File: config.mk
export PLATFORM = sky130hd
export DESIGN_NAME = mem_region_ctrl
export DESIGN_NICKNAME = d
export VERILOG_FILES = /design/src/rtl/mem_pkg.sv /design/src/rtl/mem_ws_timer.sv /design/src/rtl/mem_region_ctrl.sv
export SDC_FILE = /design/constraint.sdc
export NUM_CORES = 1
export LEC_CHECK = 0
export BUFFER_PORTS_ARGS = -buffer_cell sky130_fd_sc_hd__buf_2
export CAP_MARGIN = 40
export CORE_MARGIN = 2
export CORE_UTILIZATION = 45
export CTS_BUF_LIST = sky130_fd_sc_hd__clkbuf_4 sky130_fd_sc_hd__clkbuf_8
export CTS_CLUSTER_SIZE = 10
export DETAILED_ROUTE_END_ITERATION = 8
export PLACE_DENSITY = 0.79
export SYNTH_ARGS = -nofsm -noshare
export SYNTH_HDL_FRONTEND = slang
export SYNTH_HIERARCHICAL = 1
export SYNTH_SLANG_ARGS = --single-unit
File: constraint.sdc
create_clock -name clk -period 6.2 [get_ports clk]
set_input_delay 0.31 -clock clk [delete_from_list [all_inputs] [get_ports clk]]
set_output_delay 0.31 -clock clk [all_outputs]
set_load 0.05 [all_outputs]
File: src/rtl/mem_pkg.sv
// Shared types and helpers for the memory region controller: FSM states,
// default region map and address-decode helpers.
package mem_pkg;

  typedef enum logic [1:0] {
    IDLE     = 2'd0,
    ACCESS   = 2'd1,
    WAIT_RDY = 2'd2,
    DONE     = 2'd3
  } state_e;

  localparam int REG_SDRAM = 0;
  localparam int REG_FLASH = 1;
  localparam int REG_SRAM  = 2;
  localparam int REG_REGS  = 3;

  // Helpers work on a fixed 32-region ceiling; callers narrow the result.
  localparam int MAX_NR = 32;

  function automatic logic [MAX_NR-1:0] onehot(input logic [4:0] idx);
    logic [MAX_NR-1:0] v;
    v      = '0;
    v[idx] = 1'b1;
    return v;
  endfunction

  function automatic logic [4:0] rgn_index(input logic [63:0] addr, input int aw, input int rsel_w);
    logic [63:0] s;
    s = addr >> (aw - rsel_w);
    return 5'(s & ((64'd1 << rsel_w) - 64'd1));
  endfunction

endpackage

File: src/rtl/mem_ws_timer.sv
// Wait-state down-counter and bus-timeout up-counter for one access.
// TO_W must be at least 2.
module mem_ws_timer #(
  parameter int WS_W = 4,
  parameter int TO_W = 8
) (
  input  logic            clk,
  input  logic            rst,
  input  logic            ws_load,
  input  logic [WS_W-1:0] ws_val,
  input  logic            ws_dec,
  input  logic            to_clr,
  input  logic            to_inc,
  output logic            ws_done,
  output logic            timeout
);

  // Terminal count is the cycle in which the counter would reach all-ones,
  // so WAIT_RDY lasts 2**TO_W-1 cycles before the error is raised.
  localparam logic [TO_W-1:0] TO_TERM = {{(TO_W-1){1'b1}}, 1'b0};

  logic [WS_W-1:0] ws_cnt_q, ws_cnt_d;
  logic [TO_W-1:0] to_cnt_q, to_cnt_d;

  assign ws_done = (ws_cnt_q == '0);
  assign timeout = (to_cnt_q == TO_TERM);

  always_comb begin
    ws_cnt_d = ws_cnt_q;
    if (ws_load) begin
      ws_cnt_d = ws_val;
    end else if (ws_dec && !ws_done) begin
      ws_cnt_d = ws_cnt_q - WS_W'(1);
    end
  end

  always_comb begin
    to_cnt_d = to_cnt_q;
    if (to_clr) begin
      to_cnt_d = '0;
    end else if (to_inc) begin
      to_cnt_d = to_cnt_q + TO_W'(1);
    end
  end

  always_ff @(posedge clk) begin
    if (rst) begin
      ws_cnt_q <= '0;
      to_cnt_q <= '0;
    end else begin
      ws_cnt_q <= ws_cnt_d;
      to_cnt_q <= to_cnt_d;
    end
  end

endmodule

File: src/rtl/mem_region_ctrl.sv
// CPU bus to N back-end region decoder with per-region wait states,
// back-end ready handshake, bus timeout and single-cycle ack/err.
module mem_region_ctrl
  import mem_pkg::*;
#(
  parameter int AW     = 24,
  parameter int DW     = 16,
  parameter int RSEL_W = 2,
  parameter int WS_W   = 4,
  parameter int TO_W   = 8
) (
  input  logic                     clk,
  input  logic                     rst,
  input  logic                     cpu_req,
  input  logic                     cpu_we,
  input  logic [DW/8-1:0]          cpu_be,
  input  logic [AW-1:0]            cpu_addr,
  input  logic [DW-1:0]            cpu_wdata,
  output logic [DW-1:0]            cpu_rdata,
  output logic                     cpu_ack,
  output logic                     cpu_err,
  input  logic [(2**RSEL_W)-1:0]   rgn_en,
  input  logic [(2**RSEL_W)*WS_W-1:0] ws_cfg,
  output logic [(2**RSEL_W)-1:0]   rgn_sel,
  output logic                     rgn_we,
  output logic [DW/8-1:0]          rgn_be,
  output logic [AW-RSEL_W-1:0]     rgn_addr,
  output logic [DW-1:0]            rgn_wdata,
  input  logic [(2**RSEL_W)*DW-1:0] rgn_rdata,
  input  logic [(2**RSEL_W)-1:0]   rgn_rdy
);

  localparam int NR = 2**RSEL_W;
  localparam int BW = DW/8;
  localparam int OW = AW-RSEL_W;

  state_e          state_q, state_d;
  logic [RSEL_W-1:0] idx_q, idx_d;
  logic [NR-1:0]   sel_q, sel_d;
  logic            we_q, we_d;
  logic [BW-1:0]   be_q, be_d;
  logic [OW-1:0]   addr_q, addr_d;
  logic [DW-1:0]   wdata_q, wdata_d;
  logic [DW-1:0]   rdata_q, rdata_d;
  logic            ack_q, ack_d;
  logic            err_q, err_d;
  logic            err_pend_q, err_pend_d;

  logic [RSEL_W-1:0] cpu_idx;
  logic [DW-1:0]   rd_lane [NR];
  logic [WS_W-1:0] ws_lane [NR];

  logic ws_load, ws_dec, to_clr, to_inc;
  logic ws_done, timeout;

  assign cpu_idx = RSEL_W'(rgn_index(64'(cpu_addr), AW, RSEL_W));

  for (genvar gi = 0; gi < NR; gi++) begin : g_lane
    assign rd_lane[gi] = rgn_rdata[gi*DW +: DW];
    assign ws_lane[gi] = ws_cfg[gi*WS_W +: WS_W];
  end

  mem_ws_timer #(
    .WS_W (WS_W),
    .TO_W (TO_W)
  ) u_timer (
    .clk     (clk),
    .rst     (rst),
    .ws_load (ws_load),
    .ws_val  (ws_lane[cpu_idx]),
    .ws_dec  (ws_dec),
    .to_clr  (to_clr),
    .to_inc  (to_inc),
    .ws_done (ws_done),
    .timeout (timeout)
  );

  always_comb begin
    state_d    = state_q;
    idx_d      = idx_q;
    sel_d      = sel_q;
    we_d       = we_q;
    be_d       = be_q;
    addr_d     = addr_q;
    wdata_d    = wdata_q;
    rdata_d    = rdata_q;
    err_pend_d = err_pend_q;
    ack_d      = 1'b0;
    err_d      = 1'b0;
    ws_load    = 1'b0;
    ws_dec     = 1'b0;
    to_clr     = 1'b0;
    to_inc     = 1'b0;
    case (state_q)
      IDLE: begin
        // The ack cycle itself is not a new request; a still-high req is
        // only taken one cycle later, guaranteeing a gap between acks.
        if (cpu_req && !ack_q) begin
          if (rgn_en[cpu_idx]) begin
            idx_d      = cpu_idx;
            sel_d      = NR'(onehot(5'(cpu_idx)));
            we_d       = cpu_we;
            be_d       = cpu_be;
            addr_d     = cpu_addr[OW-1:0];
            wdata_d    = cpu_wdata;
            err_pend_d = 1'b0;
            ws_load    = 1'b1;
            state_d    = ACCESS;
          end else begin
            err_pend_d = 1'b1;
            rdata_d    = '0;
            state_d    = DONE;
          end
        end
      end
      ACCESS: begin
        if (ws_done) begin
          to_clr  = 1'b1;
          state_d = WAIT_RDY;
        end else begin
          ws_dec = 1'b1;
        end
      end
      WAIT_RDY: begin
        if (rgn_rdy[idx_q]) begin
          rdata_d    = rd_lane[idx_q];
          err_pend_d = 1'b0;
          state_d    = DONE;
        end else if (timeout) begin
          rdata_d    = '0;
          err_pend_d = 1'b1;
          state_d    = DONE;
        end else begin
          to_inc = 1'b1;
        end
      end
      DONE: begin
        ack_d   = 1'b1;
        err_d   = err_pend_q;
        sel_d   = '0;
        state_d = IDLE;
      end
      default: state_d = IDLE;
    endcase
  end

  always_ff @(posedge clk) begin
    if (rst) begin
      state_q    <= IDLE;
      idx_q      <= '0;
      sel_q      <= '0;
      we_q       <= 1'b0;
      be_q       <= '0;
      addr_q     <= '0;
      wdata_q    <= '0;
      rdata_q    <= '0;
      ack_q      <= 1'b0;
      err_q      <= 1'b0;
      err_pend_q <= 1'b0;
    end else begin
      state_q    <= state_d;
      idx_q      <= idx_d;
      sel_q      <= sel_d;
      we_q       <= we_d;
      be_q       <= be_d;
      addr_q     <= addr_d;
      wdata_q    <= wdata_d;
      rdata_q    <= rdata_d;
      ack_q      <= ack_d;
      err_q      <= err_d;
      err_pend_q <= err_pend_d;
    end
  end

  assign cpu_rdata = rdata_q;
  assign cpu_ack   = ack_q;
  assign cpu_err   = err_q;
  assign rgn_sel   = sel_q;
  assign rgn_we    = we_q;
  assign rgn_be    = be_q;
  assign rgn_addr  = addr_q;
  assign rgn_wdata = wdata_q;

endmodule

==> impl_metrics.py, run 1 <==
metrics = {
    "status": {
        "status": "finished clean",
    },
    "synthesis": {
        "synthTopCellsByCount": "nand2_1, dfxtp_1, a21oi_1",
        "netlist_area_um2": 3847,
        "ys.flop_type": "dfxtp_1",
        "synth_cell_types": 46,
        "synthTopCellsByArea": "dfxtp_1, nand2_1, mux4_2, a21oi_1, mux2i_1",
        "synth_most_common_cell": "nand2_1",
        "synth_cells": 416,
        "synth-seq-cells": 80,
        "synth_top_area_cell": "dfxtp_1",
        "ys_warn_count": 6,
        "synth_fp_nets": 558,
        "synth-edff-count": 0,
        "syn_area_per_cell_um2": 9.249,
        "synthDominantCellAreaShare": 0.4163,
        "ys_seq_area_frac": 0.4163,
        "synthArstFlopShare": 0,
    },
    "sta": {
        "setup_ws_ns": 3.301,
        "finalSetupViolCount": 0,
        "worst_slew_pin_slew_ns": 0.7795,
        "fin_setup_tns_ns": 0,
        "hold_viol": 0,
        "max-slew-margin-rel": 0.4797,
        "report.final.slew_viol_count": 0,
        "min_period_over_period": 0.4676,
        "layout_min_cycle_time_ns": 2.899,
        "fin_skew_ns": 0.01079,
        "rsz0062_at_grt": "false",
        "fmax_mhz": 345.0,
    },
    "clocking": {
        "cts_inserted_buffers": 9,
        "cts_setup_buffers": 0,
        "cts_max_level": 3,
        "cts_hold_buffers": 0,
        "clk_pin_slew_ns": 0.09,
        "clk_latency_ns": 0.35,
        "post_cts_resized": 0,
        "cts_tree": "done",
        "cts_sinks": 80,
        "cts_max_path_buffers": 2,
        "ctsRootBufferMaster": "clkbuf_8",
    },
    "global_routing": {
        "busiest_layer": "met2",
        "grt_pass1_wl_mm": 16.28,
        "grt.total_usage": 0.2262,
        "grt_pass1_vias": 3666,
        "use_met1": 0.2468,
        "use_met3": 0.08379,
        "grt_util_met2": 0.4097,
        "antenna_found_initial": 0,
        "grt_max_degree": 77,
        "grt_overflow_total": 0,
    },
    "drt": {
        "drc": 0,
        "via_per_inst": 5.212,
        "num_vias": 3695,
        "drt_first_pass_iters": 4,
        "drtAntennaViolNets": 0,
        "post_drt_wl_per_cell_um": 14.36,
        "drt_iter0_drc": 115,
        "postRouteWirelength_mm": 10.18,
    },
    "placed_design": {
        "dp_hpwl_mm": 7.778,
        "gp_congestion": 0.8353,
        "dp.cells": 694,
        "placed_area_um2": 4861,
        "pre_cts_ws_ns": 3.323,
        "numPortBuffers": 196,
    },
    "floorplanning": {
        "start_util": 0.4659,
        "fp.dieH_um": 96.47,
        "die_width_um": 96.47,
        "rows": 33,
        "pin_count": 197,
        "coreArea_um2": 8258,
        "dieArea_um2": 9306,
    },
    "finish": {
        "nets": 742,
        "drive_gt1_frac": 0.4040,
        "fillers": 721,
        "regArea_um2": 1602,
        "multiInputGateArea_um2": 2052,
        "stdcell_count": 709,
        "diodes": 0,
        "area_growth_pct": 31.32,
        "fin_area_um2": 5052,
    },
    "job": {
        "cap_violations": 0,
    },
    "worst_setup_path": {
        "crit_path_start_kind": "flop",
        "crit_arrival_ns": 3.17,
        "crit_required_ns": 6.47,
        "worstPathMaxFanout": 18,
        "end_kind": "flop",
        "critical_path_class": "reg2reg",
    },
    "power_and_ir_drop": {
        "power_density_nw_per_um2": 306.4,
        "peakVddDrop_mv": 0.1667,
        "cellLeakagePower_nw": 2.326,
        "power_mw": 1.548,
    },
    "hold_path": {
        "hp-class": "in2reg",
    },
}
## registers in the layout (all words and copies together), names as in the netlist
register          count
rgn_be                2
cpu_ack               1
rgn_we                1
cpu_rdata            16
err_pend_q            1
idx_q                 2
state_q               2
rgn_addr             22
cpu_err               1
u_timer/to_cnt_q      8
u_timer/ws_cnt_q      4
rgn_wdata            16
rgn_sel               4
## cells by family (layout without fill, tap and decap cells)
logic type | after synthesis | count (layout) | share of synthesized area
mux | 39 | 39 | 0.1789
compound gates | 70 | 70 | 0.1122
buf+inv | 40 | 228 | 0.05171
flops | 80 | 80 | 0.4163
xor+xnor | 4 | 4 | 0.009107
simple gates | 175 | 175 | 0.2059
fa+ha+maj | 8 | 8 | 0.02602
## routing by layer
layer	vias to the layer above	share of wire	wire, um
met1	1742	0.40	4056
met4	0	0.0085	87
met2	144	0.51	5147
li1	1798	-	-
met5	-	0	0
met3	11	0.088	892
## cell type report
| type | count | area share |
|---|---|---|
| Timing Repair Buffer | 201 | 0.2041 |
| Clock buffer | 9 | 0.02452 |
| Clock inverter | 6 | 0.01337 |
| Multi-Input combinational cell | 296 | 0.4061 |
| Inverter | 12 | 0.008915 |
| Tap cell | 105 | 0.02600 |
| Sequential cell | 80 | 0.3170 |
## layout by cell type, fill, tap and decap left out, types with 6 or more instances in the layout
| cell | synthesis | final |
|---|---|---|
| a21oi_1 | 48 | 48 |
| buf_2 | 10 | 196 |
| clkbuf_8 | 0 | 9 |
| dfxtp_1 | 80 | 80 |
| ha_1 | 8 | 8 |
| inv_1 | 12 | 12 |
| mux2i_1 | 17 | 17 |
| mux4_1 | 6 | 6 |
| mux4_2 | 16 | 16 |
| nand2_1 | 110 | 110 |
| nand2b_1 | 16 | 16 |
| nand3_1 | 7 | 6 |
| nor2_1 | 17 | 17 |
## worst paths after layout
| check | start | to | slack, ns | cells past startpoint |
|---|---|---|---|---|
| setup / recovery | idx_q[1] | u_timer/to_cnt_q[5] | 3.30 | 6 |
| setup reg to reg | idx_q[1] | u_timer/to_cnt_q[5] | 3.30 | 6 |
| hold / removal | cpu_addr[16] | rgn_addr[16] | 0.19 | 3 |
| hold reg to reg | rgn_addr[16] | rgn_addr[16] | 0.46 | 2 |
## critical path, cell delays in order, from the launching register on
cell,delay (ns)
dfxtp_1,0.83
mux4_2,0.46
or3_1,0.44
inv_1,0.28
nand4_1,0.28
or3_1,0.39
a21oi_1,0.15
## stage by stage
step,hold WS (ns),utilization
4_1_cts,0.1671,0.6118
5_1_grt,0.1695,0.6118
6_report,0.1915,0.6118
3_5_place_dp,0.4378,0.5886
2_1_floorplan,0.3821,-
3_3_place_gp,0.4351,0.5853
## power by group
part           leakage, nW  total [mW]  internal [mW]  switching, mW
registers            0.649       0.611          0.571         0.0400
logic                 1.58       0.561          0.201          0.360
clock network       0.0921       0.376          0.186          0.190
(Power assumes the default switching activity.)
==> run 2: changes to the inputs <==
==> constraint.sdc (replaced) <==
create_clock -name clk -period 2.8 [get_ports clk]
set_input_delay 0.14 -clock clk [delete_from_list [all_inputs] [get_ports clk]]
set_output_delay 0.14 -clock clk [all_outputs]
set_load 0.05 [all_outputs]
==> run 2 against run 1 <==
Count of clock-buffer cells in the layout is 1 higher. Non-clock buffer count is 1 higher. Clock power grew to 2.5 times the previous value. Clock skew is 0.0039 ns lower. Global-route usage is 1.3 points lower. Power is 130% higher. Final cell count is 0.28% higher. Flip-flop and latch count stayed put. Worst setup slack worse by 2.9 ns. Via count is 1.0% lower. Die area stayed put.
==> impl_metrics.py, run 2 (synthesis results as in run 1) <==
metrics = {
    "drt": {
        "post_drt_wl_per_cell_um": 14.11,
        "via_per_inst": 5.145,
        "postRouteWirelength_mm": 10.03,
        "drt_first_pass_iters": 4,
        "drtAntennaViolNets": 0,
        "num_vias": 3658,
        "drt_iter0_drc": 99,
        "drc": 0,
    },
    "sta": {
        "rsz0062_at_grt": "false",
        "fmax_mhz": 416.6,
        "layout_min_cycle_time_ns": 2.400,
        "fin_skew_ns": 0.006870,
        "max-slew-margin-rel": 0.4815,
        "fin_setup_tns_ns": 0,
        "setup_ws_ns": 0.3998,
        "finalSetupViolCount": 0,
        "worst_slew_pin_slew_ns": 0.7778,
        "report.final.slew_viol_count": 0,
        "hold_viol": 0,
        "min_period_over_period": 0.8572,
    },
    "placed_design": {
        "gp_congestion": 0.8535,
        "dp_hpwl_mm": 7.584,
        "placed_area_um2": 4856,
        "dp.cells": 695,
        "pre_cts_ws_ns": 0.4185,
        "numPortBuffers": 196,
    },
    "clocking": {
        "cts_max_level": 3,
        "post_cts_resized": 0,
        "cts_hold_buffers": 0,
        "clk_latency_ns": 0.34,
        "cts_max_path_buffers": 2,
        "ctsRootBufferMaster": "clkbuf_8",
        "cts_sinks": 80,
        "clk_pin_slew_ns": 0.09,
        "cts_tree": "done",
        "cts_inserted_buffers": 9,
        "cts_setup_buffers": 0,
    },
    "worst_setup_path": {
        "crit_arrival_ns": 2.67,
        "reg2reg_from": "idx_q[0]",
        "worstPathMaxFanout": 9,
        "crit_path_start_kind": "flop",
        "critical_path_class": "reg2reg",
        "reg2reg_depth": 6,
        "r2r_end": "u_timer/to_cnt_q[5]",
        "rrSetupSlack_ns": 0.40,
        "crit_required_ns": 3.07,
        "end_kind": "flop",
    },
    "finish": {
        "nets": 743,
        "layout_common_cells": "buf_2, nand2_1, dfxtp_1",
        "stdcell_count": 711,
        "diodes": 0,
        "final_core_util": 0.6152,
        "final_common_cell": "buf_2",
        "fin_area_um2": 5080,
        "area_growth_pct": 32.03,
        "largest_reg_flops": 22,
        "fillers": 748,
        "drive_gt1_frac": 0.4059,
    },
    "global_routing": {
        "grt.total_usage": 0.2131,
        "antenna_found_initial": 1,
        "grt_overflow_total": 0,
        "grt_max_degree": 49,
        "grt_pass1_vias": 3461,
        "grt_pass1_wl_mm": 15.46,
    },
    "floorplanning": {
        "fp.dieH_um": 96.47,
        "dieArea_um2": 9306,
        "die_width_um": 96.47,
        "coreArea_um2": 8258,
        "start_util": 0.4659,
        "rows": 33,
        "pin_count": 197,
    },
    "status": {
        "status": "finished clean",
    },
    "power_and_ir_drop": {
        "cellLeakagePower_nw": 2.340,
        "peakVddDrop_mv": 0.3308,
        "power_density_nw_per_um2": 694.2,
    },
    "job": {
        "cap_violations": 0,
    },
    "hold_path": {
        "worstHoldPathCells": 3,
        "hp-start": "cpu_addr[2]",
        "hp-class": "in2reg",
        "holdPathEnd": "rgn_addr[2]",
    },
}
run 2: metrics by stage:
step	power [mW]	hold slack, ns
final	3.527	0.02740
after global routing	3.724	0.01152
after CTS	3.551	0.01033
after detailed placement	2.601	0.3867
after global placement	2.573	0.3796
after floorplan	2.331	0.2121
run 2: power breakdown:
part	leakage (nW)	internal [mW]	switching (mW)	total, mW
Combinational	1.58	0.440	0.802	1.24
Sequential	0.649	1.26	0.0753	1.34
Clock	0.107	0.517	0.429	0.946
Total	2.34	2.22	1.31	3.53
run 2: routing by layer:
layer	GRT usage	part of all wire	routed length (um)
met1	0.2528	0.41	4126
met4	0.08216	0.016	164
met2	0.3600	0.48	4840
met3	0.06749	0.088	886
met5	0	0.0013	13
run 2: worst max path at each step:
stage	from	end	cells past startpoint
2_1_floorplan	idx_q[0]	u_timer/to_cnt_q[5]	9
3_3_place_gp	idx_q[0]	u_timer/to_cnt_q[5]	6
3_5_place_dp	idx_q[0]	u_timer/to_cnt_q[5]	6
4_1_cts	idx_q[0]	u_timer/to_cnt_q[5]	6
5_1_grt	idx_q[0]	u_timer/to_cnt_q[5]	6
6_report	idx_q[0]	u_timer/to_cnt_q[5]	6
run 2: final cells by class:
cell class              instances  area [um2]  area share
well taps                     105       131.4     0.02586
clock buffers                  10       131.4     0.02586
clock inverters                 6       92.59     0.01823
multi-input cells             296        2052      0.4039
repair buffers                202        1026      0.2020
inverters                      12       45.04    0.008867
flip-flops and latches         80        1602      0.3153
run 2: worst max-delay path, stage by stage, from the launching register on:
cell     delay (ns)
dfxtp_1        0.36
mux4_2         0.55
or3_1          0.45
inv_1          0.26
nand4_1        0.23
or3_1          0.36
a21oi_1        0.14
